## config.mk

```make
export PLATFORM = sky130hd
export DESIGN_NAME = parking_gate_arbiter_flat
export DESIGN_NICKNAME = d
export VERILOG_FILES = /design/src/rtl/parking_gate_arbiter_if.sv /design/src/rtl/parking_gate_arbiter.sv /design/src/flat_wrapper.sv
export SDC_FILE = /design/constraint.sdc
export NUM_CORES = 1
export LEC_CHECK = 0
export ABC_AREA = 1
export BUFFER_PORTS_ARGS = -buffer_cell sky130_fd_sc_hd__buf_4
export CORE_MARGIN = 2
export CORE_UTILIZATION = 50
export CTS_BUF_LIST = sky130_fd_sc_hd__clkbuf_8
export DETAILED_ROUTE_END_ITERATION = 7
export PLACE_DENSITY = 0.73
export SETUP_SLACK_MARGIN = 0.05
export SLEW_MARGIN = 10
export SYNTH_ARGS = -nofsm -noshare
export SYNTH_HDL_FRONTEND = slang
export SYNTH_SLANG_ARGS = --single-unit
```

## constraint.sdc

```tcl
create_clock -name clk -period 1.72 [get_ports clk]
set_clock_uncertainty 0.05 [all_clocks]
set_input_delay 0.344 -clock clk [delete_from_list [all_inputs] [get_ports clk]]
set_output_delay 0.344 -clock clk [all_outputs]
set_load 0.005 [all_outputs]
```

## src/rtl/parking_gate_arbiter_if.sv

```systemverilog
`default_nettype none
// ============================================================================
// Module   : parking_gate_arbiter_if
// Brief    : Lane request / gate command / occupancy bundle for the shared
//            barrier-gate arbiter.
// Revision : 1.0 - initial release
// ============================================================================
interface parking_gate_arbiter_if #(
  parameter int CNT_W = 5
);
  logic             entry_req;
  logic             exit_req;
  logic             pass_sensor;
  logic             gate_open;
  logic             entry_grant;
  logic             exit_grant;
  logic [CNT_W-1:0] occupancy;
  logic             full;
  logic             empty;
  logic             timeout_pulse;

  // Lane controllers / sensor side: drives requests, observes the gate.
  modport master (
    output entry_req, exit_req, pass_sensor,
    input  gate_open, entry_grant, exit_grant, occupancy, full, empty,
           timeout_pulse
  );

  // Arbiter side.
  modport slave (
    input  entry_req, exit_req, pass_sensor,
    output gate_open, entry_grant, exit_grant, occupancy, full, empty,
           timeout_pulse
  );
endinterface
`default_nettype wire

```

## src/rtl/parking_gate_arbiter.sv

```systemverilog
`default_nettype none
// ============================================================================
// Module   : parking_gate_arbiter
// Brief    : Grants one barrier gate to the entrance or exit lane (round-robin
//            on contention), times each passage, tracks lot occupancy and
//            refuses entry when full / exit when empty.
// Revision : 1.0 - initial release
// ============================================================================
module parking_gate_arbiter #(
  parameter int CAPACITY      = 16,
  parameter int CNT_W         = 5,
  parameter int PASS_TIMEOUT  = 32,
  parameter int SETTLE_CYCLES = 4
) (
  input  logic                   clk,
  input  logic                   reset_n,
  parking_gate_arbiter_if.slave  bus
);

  localparam int c_WAIT_W = $clog2(PASS_TIMEOUT);
  localparam int c_SET_W  = $clog2(SETTLE_CYCLES + 1);

  localparam logic [c_WAIT_W-1:0] c_WAIT_LAST = c_WAIT_W'(PASS_TIMEOUT - 1);
  localparam logic [c_WAIT_W-1:0] c_WAIT_ONE  = c_WAIT_W'(1);
  localparam logic [c_SET_W-1:0]  c_SET_LAST  = c_SET_W'(SETTLE_CYCLES - 1);
  localparam logic [c_SET_W-1:0]  c_SET_ONE   = c_SET_W'(1);
  localparam logic [CNT_W-1:0]    c_CAP       = CNT_W'(CAPACITY);
  localparam logic [CNT_W-1:0]    c_OCC_ONE   = CNT_W'(1);

  typedef enum logic [1:0] {
    IDLE        = 2'd0,
    GRANT_ENTRY = 2'd1,
    GRANT_EXIT  = 2'd2,
    SETTLE      = 2'd3
  } state_t;

  state_t              r_state;
  state_t              w_state_next;
  logic [c_WAIT_W-1:0] r_wait_cnt;
  logic [c_WAIT_W-1:0] w_wait_next;
  logic [c_SET_W-1:0]  r_settle_cnt;
  logic [c_SET_W-1:0]  w_settle_next;
  logic [CNT_W-1:0]    r_occ;
  logic [CNT_W-1:0]    w_occ_next;
  logic                r_last_was_entry;
  logic                w_last_next;
  logic                w_timeout;

  logic                r_gate_open;
  logic                r_entry_grant;
  logic                r_exit_grant;
  logic                r_timeout_pulse;

  logic                w_full;
  logic                w_empty;
  logic                w_entry_elig;
  logic                w_exit_elig;

  assign w_full       = (r_occ == c_CAP);
  assign w_empty      = (r_occ == '0);
  assign w_entry_elig = bus.entry_req & ~w_full;
  assign w_exit_elig  = bus.exit_req  & ~w_empty;

  // Next-state, counters, occupancy and round-robin update.
  always_comb begin
    w_state_next  = r_state;
    w_wait_next   = r_wait_cnt;
    w_settle_next = r_settle_cnt;
    w_occ_next    = r_occ;
    w_last_next   = r_last_was_entry;
    w_timeout     = 1'b0;

    case (r_state)
      IDLE: begin
        w_wait_next   = '0;
        w_settle_next = '0;
        if (w_entry_elig && w_exit_elig) begin
          // Entry served last -> exit's turn, and vice versa.
          w_state_next = r_last_was_entry ? GRANT_EXIT : GRANT_ENTRY;
        end else if (w_entry_elig) begin
          w_state_next = GRANT_ENTRY;
        end else if (w_exit_elig) begin
          w_state_next = GRANT_EXIT;
        end
      end

      GRANT_ENTRY: begin
        w_wait_next = r_wait_cnt + c_WAIT_ONE;
        if (bus.pass_sensor) begin
          // The full guard is redundant with eligibility but keeps the count
          // from ever wrapping.
          if (!w_full) w_occ_next = r_occ + c_OCC_ONE;
          w_state_next  = SETTLE;
          w_settle_next = '0;
          w_last_next   = 1'b1;
        end else if (r_wait_cnt == c_WAIT_LAST) begin
          w_timeout     = 1'b1;
          w_state_next  = SETTLE;
          w_settle_next = '0;
          w_last_next   = 1'b1;
        end
      end

      GRANT_EXIT: begin
        w_wait_next = r_wait_cnt + c_WAIT_ONE;
        if (bus.pass_sensor) begin
          if (!w_empty) w_occ_next = r_occ - c_OCC_ONE;
          w_state_next  = SETTLE;
          w_settle_next = '0;
          w_last_next   = 1'b0;
        end else if (r_wait_cnt == c_WAIT_LAST) begin
          w_timeout     = 1'b1;
          w_state_next  = SETTLE;
          w_settle_next = '0;
          w_last_next   = 1'b0;
        end
      end

      SETTLE: begin
        w_settle_next = r_settle_cnt + c_SET_ONE;
        if (r_settle_cnt == c_SET_LAST) begin
          w_state_next  = IDLE;
          w_settle_next = '0;
        end
      end

      default: begin
        w_state_next = IDLE;
      end
    endcase
  end

  // State, counters and registered gate outputs decoded from the next state.
  always_ff @(posedge clk or negedge reset_n) begin
    if (!reset_n) begin
      r_state          <= IDLE;
      r_wait_cnt       <= '0;
      r_settle_cnt     <= '0;
      r_occ            <= '0;
      r_last_was_entry <= 1'b1;
      r_gate_open      <= 1'b0;
      r_entry_grant    <= 1'b0;
      r_exit_grant     <= 1'b0;
      r_timeout_pulse  <= 1'b0;
    end else begin
      r_state          <= w_state_next;
      r_wait_cnt       <= w_wait_next;
      r_settle_cnt     <= w_settle_next;
      r_occ            <= w_occ_next;
      r_last_was_entry <= w_last_next;
      r_gate_open      <= (w_state_next == GRANT_ENTRY) ||
                          (w_state_next == GRANT_EXIT);
      r_entry_grant    <= (w_state_next == GRANT_ENTRY);
      r_exit_grant     <= (w_state_next == GRANT_EXIT);
      r_timeout_pulse  <= w_timeout;
    end
  end

  assign bus.gate_open     = r_gate_open;
  assign bus.entry_grant   = r_entry_grant;
  assign bus.exit_grant    = r_exit_grant;
  assign bus.timeout_pulse = r_timeout_pulse;
  assign bus.occupancy     = r_occ;
  assign bus.full          = w_full;
  assign bus.empty         = w_empty;

endmodule
`default_nettype wire

```

## src/flat_wrapper.sv

```systemverilog
// flat-port wrapper written by rule: the top's interface ports become plain ports
module parking_gate_arbiter_flat 
#(
  parameter int CAPACITY      = 16,
  parameter int CNT_W         = 5,
  parameter int PASS_TIMEOUT  = 32,
  parameter int SETTLE_CYCLES = 4
)
  (clk, reset_n, bus_entry_req, bus_exit_req, bus_pass_sensor, bus_gate_open, bus_entry_grant, bus_exit_grant, bus_occupancy, bus_full, bus_empty, bus_timeout_pulse);
  parking_gate_arbiter_if #(.CNT_W(CNT_W)) bus_i ();
  input  logic clk;
  input  logic reset_n;
  input wire logic [$bits(bus_i.entry_req)-1:0] bus_entry_req;
  input wire logic [$bits(bus_i.exit_req)-1:0] bus_exit_req;
  input wire logic [$bits(bus_i.pass_sensor)-1:0] bus_pass_sensor;
  output wire logic [$bits(bus_i.gate_open)-1:0] bus_gate_open;
  output wire logic [$bits(bus_i.entry_grant)-1:0] bus_entry_grant;
  output wire logic [$bits(bus_i.exit_grant)-1:0] bus_exit_grant;
  output wire logic [$bits(bus_i.occupancy)-1:0] bus_occupancy;
  output wire logic [$bits(bus_i.full)-1:0] bus_full;
  output wire logic [$bits(bus_i.empty)-1:0] bus_empty;
  output wire logic [$bits(bus_i.timeout_pulse)-1:0] bus_timeout_pulse;
  assign bus_i.entry_req = bus_entry_req;
  assign bus_i.exit_req = bus_exit_req;
  assign bus_i.pass_sensor = bus_pass_sensor;
  assign bus_gate_open = bus_i.gate_open;
  assign bus_entry_grant = bus_i.entry_grant;
  assign bus_exit_grant = bus_i.exit_grant;
  assign bus_occupancy = bus_i.occupancy;
  assign bus_full = bus_i.full;
  assign bus_empty = bus_i.empty;
  assign bus_timeout_pulse = bus_i.timeout_pulse;
  parking_gate_arbiter #(.CAPACITY(CAPACITY), .CNT_W(CNT_W), .PASS_TIMEOUT(PASS_TIMEOUT), .SETTLE_CYCLES(SETTLE_CYCLES)) u_core (.clk(clk), .reset_n(reset_n), .bus(bus_i));
endmodule
```

==> results.py, run 1 <==
metrics = {
    "run_status": {
        "outcome": "finished, violations left",
        "violations": "setup timing",
    },
    "routing": {
        "first_pass_iters": 4,
        "vias": 1024,
        "viasPerCell": 5.20,
        "drt_wl_total_mm": 2.59,
        "wl_per_cell_um": 13.2,
        "drc": 0,
        "drt_iter0_markers": 22,
        "postRouteAntennaNets": 0,
    },
    "setup_path": {
        "r2r_slack_ns": -0.12,
        "crit_arrival_ns": 1.96,
        "required_ns": 1.84,
        "cp_max_fo": 3,
        "rr_endpoint": "u_core.bus.gate_open",
        "reg2regPathDepth": 11,
        "crit_type": "register to register",
        "crit_path_start_kind": "register",
        "worst_setup_path_end_kind": "register",
        "crit_start": "u_core.r_wait_cnt[0]",
        "rr_startpoint": "u_core.r_wait_cnt[0]",
        "crit_path_end": "u_core.bus.gate_open",
    },
    "finish": {
        "final_common_cell": "buf_4",
        "syn_to_final_growth_pct": 31.5,
        "final_cell_mix": "buf_4 (27), nand2_1 (26), inv_1 (20), dfrtp_1 (18), nand3_1 (9)",
        "stdcell_count": 197,
        "antenna_cells": 0,
        "nNetsFinal": 188,
        "layout-drive-gt1-share_pct": 40.2,
    },
    "pwr": {
        "p_per_area_nw_per_um2": 2200,
        "leakage_uw": 0.000808,
        "ir_worst_vdd_mv": 1.67,
    },
    "grt": {
        "grtUsageTotal_pct": 21.6,
        "antenna_found_initial": 0,
        "grt-ovfl-total": 0,
        "grt_pass1_wl_mm": 4.33,
        "grt_pass1_vias": 985,
        "grt_max_degree": 21,
    },
    "logic_synthesis": {
        "synth_cell_types": 28,
        "syn_area_um2": 1220,
        "yosys_warnings": 0,
        "ys_ff_latch": 20,
        "synthCells": 137,
        "syn_avg_cell_area_um2": 8.93,
        "seq_area_frac_synth_pct": 41.0,
        "syn-num-nets": 155,
    },
    "timing": {
        "slew_viol_final": 0,
        "timing.fmax_mhz": 544,
        "tightest_slew_ns": 0.253,
        "hold_violations": 0,
        "relSlewSlack_pct": 83.1,
        "fin_ws_ns": -0.118,
        "setup_violations": 7,
        "period_share_pct": 107,
        "rsz0062_at_grt": "true",
        "fin_setup_tns_ns": -0.398,
        "period_needed_ns": 1.84,
    },
    "floorplanning": {
        "io-pin-count": 16,
        "rows": 17,
        "core-area_um2": 2250,
        "die_y_um": 53.5,
        "start_util_pct": 54.3,
        "die_area_um2": 2860,
        "chipWidth_um": 53.5,
    },
    "clock_network": {
        "clkLatencyLatePin_ns": 0.27,
        "cts_buffers": 3,
        "clk_path_buf_depth": 2,
        "cts_tree": "yes",
        "cts.clk_slew.worst_paths_ns": 0.08,
        "root_buffer": "clkbuf_8",
        "clock-sinks": 20,
        "h-tree-depth": 1,
    },
    "job": {
        "max_cap_viol_count": 0,
    },
    "placed_design": {
        "dp_slack_ns": -0.153,
        "placed_cells_incl_taps": 187,
        "gp_congestion": 0.842,
        "port-buffer-count": 15,
        "hpwl_mm": 1.86,
    },
    "min_path": {
        "holdCritPathClass": "input port to register",
    },
}
## state kept, by name, summed over array words and instances (netlist names)
| name | flops |
|---|---|
| u_core.bus.occupancy | 5 |
| u_core.bus.gate_open | 1 |
| u_core.bus.entry_grant | 1 |
| u_core.r_wait_cnt | 5 |
| u_core.r_last_was_entry | 1 |
| u_core.r_state | 2 |
| u_core.bus.exit_grant | 1 |
| u_core.r_settle_cnt | 3 |
| u_core.bus.timeout_pulse | 1 |
## synthesized netlist by cell type (all sizes together)
master	number	share of area, %
nand4	1	1.0
o211ai	1	0.61
ha	12	12
fa	1	1.6
nor2	4	1.8
buf	1	0.61
a211oi	1	0.61
o21ai	9	4.6
nand2	31	10
dfstp	1	2.1
nand2b	1	0.51
inv	24	7.4
or2	2	1.4
a21oi	8	3.6
xor2	4	3.5
nand3	13	7.2
dfrtp	19	39
o22ai	1	0.51
nor3	2	0.82
nor3b	1	0.61
## per-stage QoR
stage	total power, µW	area [µm²]	hold WS (ns)	util, %
final	3540	1610	0.210	71.4
after global routing	3850	1610	0.207	71.4
after CTS	3310	1540	0.208	68.2
after detailed placement	2790	1440	0.187	63.9
after global placement	2690	1440	0.183	63.9
after floorplan	2150	1240	-0.00159	-
## power by group
part / switching, µW / internal [µW]
Sequential: 160 / 671
Clock: 168 / 204
Combinational: 1230 / 1110
## area by class of cell
type	instances	area [µm²]
repair buffers	29	224
well taps	28	35.0
fillers	165	646
flip-flops and latches	20	503
multi-input cells	92	702
clock buffers	4	55.1
inverters	24	90.1
## timing repair
action / 4_1_cts / 5_1_grt
hold endpoints to repair: 19 / 0
setup buffers: 1 / 4
resized for setup: 9 / 8
pin swaps: 3 / 12
endpoints found under the setup margin: 8 / 12
cloned: 0 / 0
hold buffers: 1 / 0
## metal layers
metal | vias to the layer above | wire (µm) | track usage (%)
li1 | 503 | - | -
met1 | 495 | 1150 | 27.9
met2 | 22 | 1300 | 34.8
met3 | 4 | 105 | 3.39
met4 | 0 | 38 | 10.3
met5 | - | 0 | 0
## kinds of logic after synthesis
logic type	share of synthesized area, %
buffers and inverters	7.98
DFF	41.0
and+or+nand+nor	23.7
xor gates and xnor gates	3.48
adders and majority gates	13.9
AOI/OAI and AO/OA	9.92
## worst min path at each step
| stage | startpoint | end | slack [ns] | cells past startpoint |
|---|---|---|---|---|
| after CTS | bus_pass_sensor | u_core.bus.timeout_pulse | 0.21 | 2 |
| final | bus_pass_sensor | u_core.bus.timeout_pulse | 0.21 | 2 |
| after detailed placement | reset_n | u_core.bus.occupancy[3] | 0.19 | 1 |
| after global routing | bus_pass_sensor | u_core.bus.timeout_pulse | 0.21 | 2 |
| after floorplan | reset_n | u_core.bus.entry_grant | -0.002 | 0 |
| after global placement | reset_n | u_core.bus.occupancy[2] | 0.18 | 1 |
## worst max-delay path, cell delays in order (launching register included)
cell and delay (ns):
dfrtp_1 0.39, ha_2 0.20, inv_2 0.06, nor3_2 0.04, ha_2 0.17, or2_4 0.24, o21ai_2 0.11, nand2_1 0.07
nand2_2 0.07, nand2_2 0.06, ha_4 0.26, inv_2 0.02
Note: power is estimated with default switching activity, not from simulation.
==> run 2, diff against run 1 <==
--- a/config.mk
+++ b/config.mk
@@ -7,7 +7,6 @@
 export LEC_CHECK = 0
 export ABC_AREA = 1
 export BUFFER_PORTS_ARGS = -buffer_cell sky130_fd_sc_hd__buf_4
-export CORE_MARGIN = 2
 export CORE_UTILIZATION = 50
 export CTS_BUF_LIST = sky130_fd_sc_hd__clkbuf_8
 export DETAILED_ROUTE_END_ITERATION = 7
==> results.py, run 2 (synthesized netlist as in run 1, its figures left out) <==
metrics = {
    "run_status": {
        "outcome": "finished, violations left",
        "violations": "setup timing",
    },
    "setup_path": {
        "crit_start": "u_core.r_wait_cnt[1]",
        "crit_type": "register to register",
        "reg2regPathDepth": 11,
        "cp_max_fo": 3,
        "worst_setup_path_end_kind": "register",
        "crit_arrival_ns": 2.00,
        "crit_path_end": "u_core.bus.gate_open",
        "rr_endpoint": "u_core.bus.gate_open",
        "required_ns": 1.84,
        "rr_startpoint": "u_core.r_wait_cnt[1]",
        "r2r_slack_ns": -0.16,
        "crit_path_start_kind": "register",
    },
    "routing": {
        "first_pass_iters": 5,
        "drt_iter0_markers": 17,
        "drt_wl_total_mm": 2.60,
        "wl_per_cell_um": 13.2,
        "postRouteAntennaNets": 0,
        "viasPerCell": 5.10,
        "drc": 0,
        "vias": 1005,
    },
    "job": {
        "max_cap_viol_count": 0,
    },
    "timing": {
        "tightest_slew_ns": 0.257,
        "period_share_pct": 109,
        "hold_violations": 0,
        "relSlewSlack_pct": 82.9,
        "timing.fmax_mhz": 532,
        "fin_ws_ns": -0.159,
        "rsz0062_at_grt": "true",
        "period_needed_ns": 1.88,
        "setup_violations": 8,
        "slew_viol_final": 0,
    },
    "pwr": {
        "finalPower_uw": 3630,
        "leakage_uw": 0.000814,
        "p_per_area_nw_per_um2": 2230,
        "ir_worst_vdd_mv": 1.58,
    },
    "clock_network": {
        "clock-sinks": 20,
        "root_buffer": "clkbuf_8",
        "cts_buffers": 3,
        "h-tree-depth": 1,
        "clk_path_buf_depth": 2,
        "clkLatencyLatePin_ns": 0.26,
        "cts_tree": "yes",
        "cts.clk_slew.worst_paths_ns": 0.08,
    },
    "floorplanning": {
        "die_y_um": 51.5,
        "start_util_pct": 54.3,
        "chipWidth_um": 51.5,
        "rows": 17,
        "die_area_um2": 2650,
        "core-area_um2": 2250,
        "io-pin-count": 16,
    },
    "finish": {
        "syn_to_final_growth_pct": 32.8,
        "layout-drive-gt1-share_pct": 39.1,
        "nNetsFinal": 188,
        "final_cell_mix": "buf_4 (27), nand2_1 (26), inv_1 (20), dfrtp_1 (18), nand3_1 (10)",
        "regArea_um2": 503,
        "final_common_cell": "buf_4",
        "antenna_cells": 0,
        "nFillCells": 180,
        "multi_input_area_um2": 702,
    },
    "grt": {
        "antenna_found_initial": 0,
        "grt_pass1_vias": 966,
        "grt_pass1_wl_mm": 4.08,
        "grt-ovfl-total": 0,
        "grt_max_degree": 21,
        "grtUsageTotal_pct": 20.8,
    },
    "placed_design": {
        "gp_congestion": 0.832,
        "hpwl_mm": 1.89,
        "dp_slack_ns": -0.162,
        "port-buffer-count": 15,
    },
    "min_path": {
        "holdCritPathClass": "input port to register",
    },
}
## run 2: cell types whose count changed in the layout (fill, tap and decap cells not counted)
cell | previous run | this run
nand3_1 | 9 | 10
o21ai_2 | 4 | 3
nand4_4 | 0 | 1
nand4_2 | 1 | 0
o21ai_1 | 5 | 6
clkbuf_8 | 4 | 3
bufinv_16 | 0 | 1
nand3_2 | 3 | 2
## run 2: repair_timing
action                                  CTS  global route
pin swaps                                 1            10
gates cloned                              0             0
setup buffers                             2             2
hold endpoints to repair                 19             0
endpoints found under the setup margin    9            10
resized for setup                         4            12
hold buffers                              1             0
## run 2: final cells by class
class,instances,area share (%)
clock inverter,1,1.85
timing repair buffer,29,13.8
sequential,20,30.9
clock buffer,3,2.54
tap,28,2.16
multi-input combinational,92,43.2
inverter,24,5.54
## run 2: power by group
part	leakage, µW	switching (µW)	total [µW]	internal [µW]
logic	0.000525	1240	2330	1090
clock network	0.0000357	164	474	311
registers	0.000253	154	825	671
## run 2: through the flow
stage	cells	hold WS (ns)	util (%)	instance area (µm²)	TNS, ns
finish	197	0.226	72.1	1630	-0.582
global route	197	0.222	72.1	1630	-1.03
CTS	195	0.226	69.1	1560	-0.513
detailed placement	188	0.186	64.2	1450	-0.527
global placement	188	0.183	64.2	1450	-0.167
floorplan	137	-0.00159	-	1240	-0.0625
## run 2: worst max-delay path, cell delays in order (launching register included)
cell	delay [ns]
dfrtp_1	0.40
ha_2	0.19
inv_2	0.06
nor3_2	0.04
ha_2	0.17
or2_4	0.24
o21ai_2	0.10
nand2_1	0.07
nand2_2	0.08
nand2_2	0.08
ha_4	0.26
inv_2	0.02
## run 2: worst min-delay path by stage
stage	start	to	depth (start not counted)	slack [ns]
after global placement	reset_n	u_core.bus.occupancy[2]	1	0.18
after global routing	bus_pass_sensor	u_core.bus.timeout_pulse	2	0.22
final	bus_pass_sensor	u_core.bus.timeout_pulse	2	0.23
after floorplan	reset_n	u_core.bus.entry_grant	0	-0.002
after detailed placement	reset_n	u_core.bus.occupancy[3]	1	0.19
after CTS	bus_pass_sensor	u_core.bus.timeout_pulse	2	0.23
## run 2: layer usage
layer	part of all wire [%]	vias to the layer above	global-route usage, %	wire length, µm
met4	0.58	0	5.41	15
li1	-	504	-	-
met2	51	25	34.8	1320
met1	45	472	27.2	1160
met5	0	-	0	0
met3	3.9	4	4.17	101
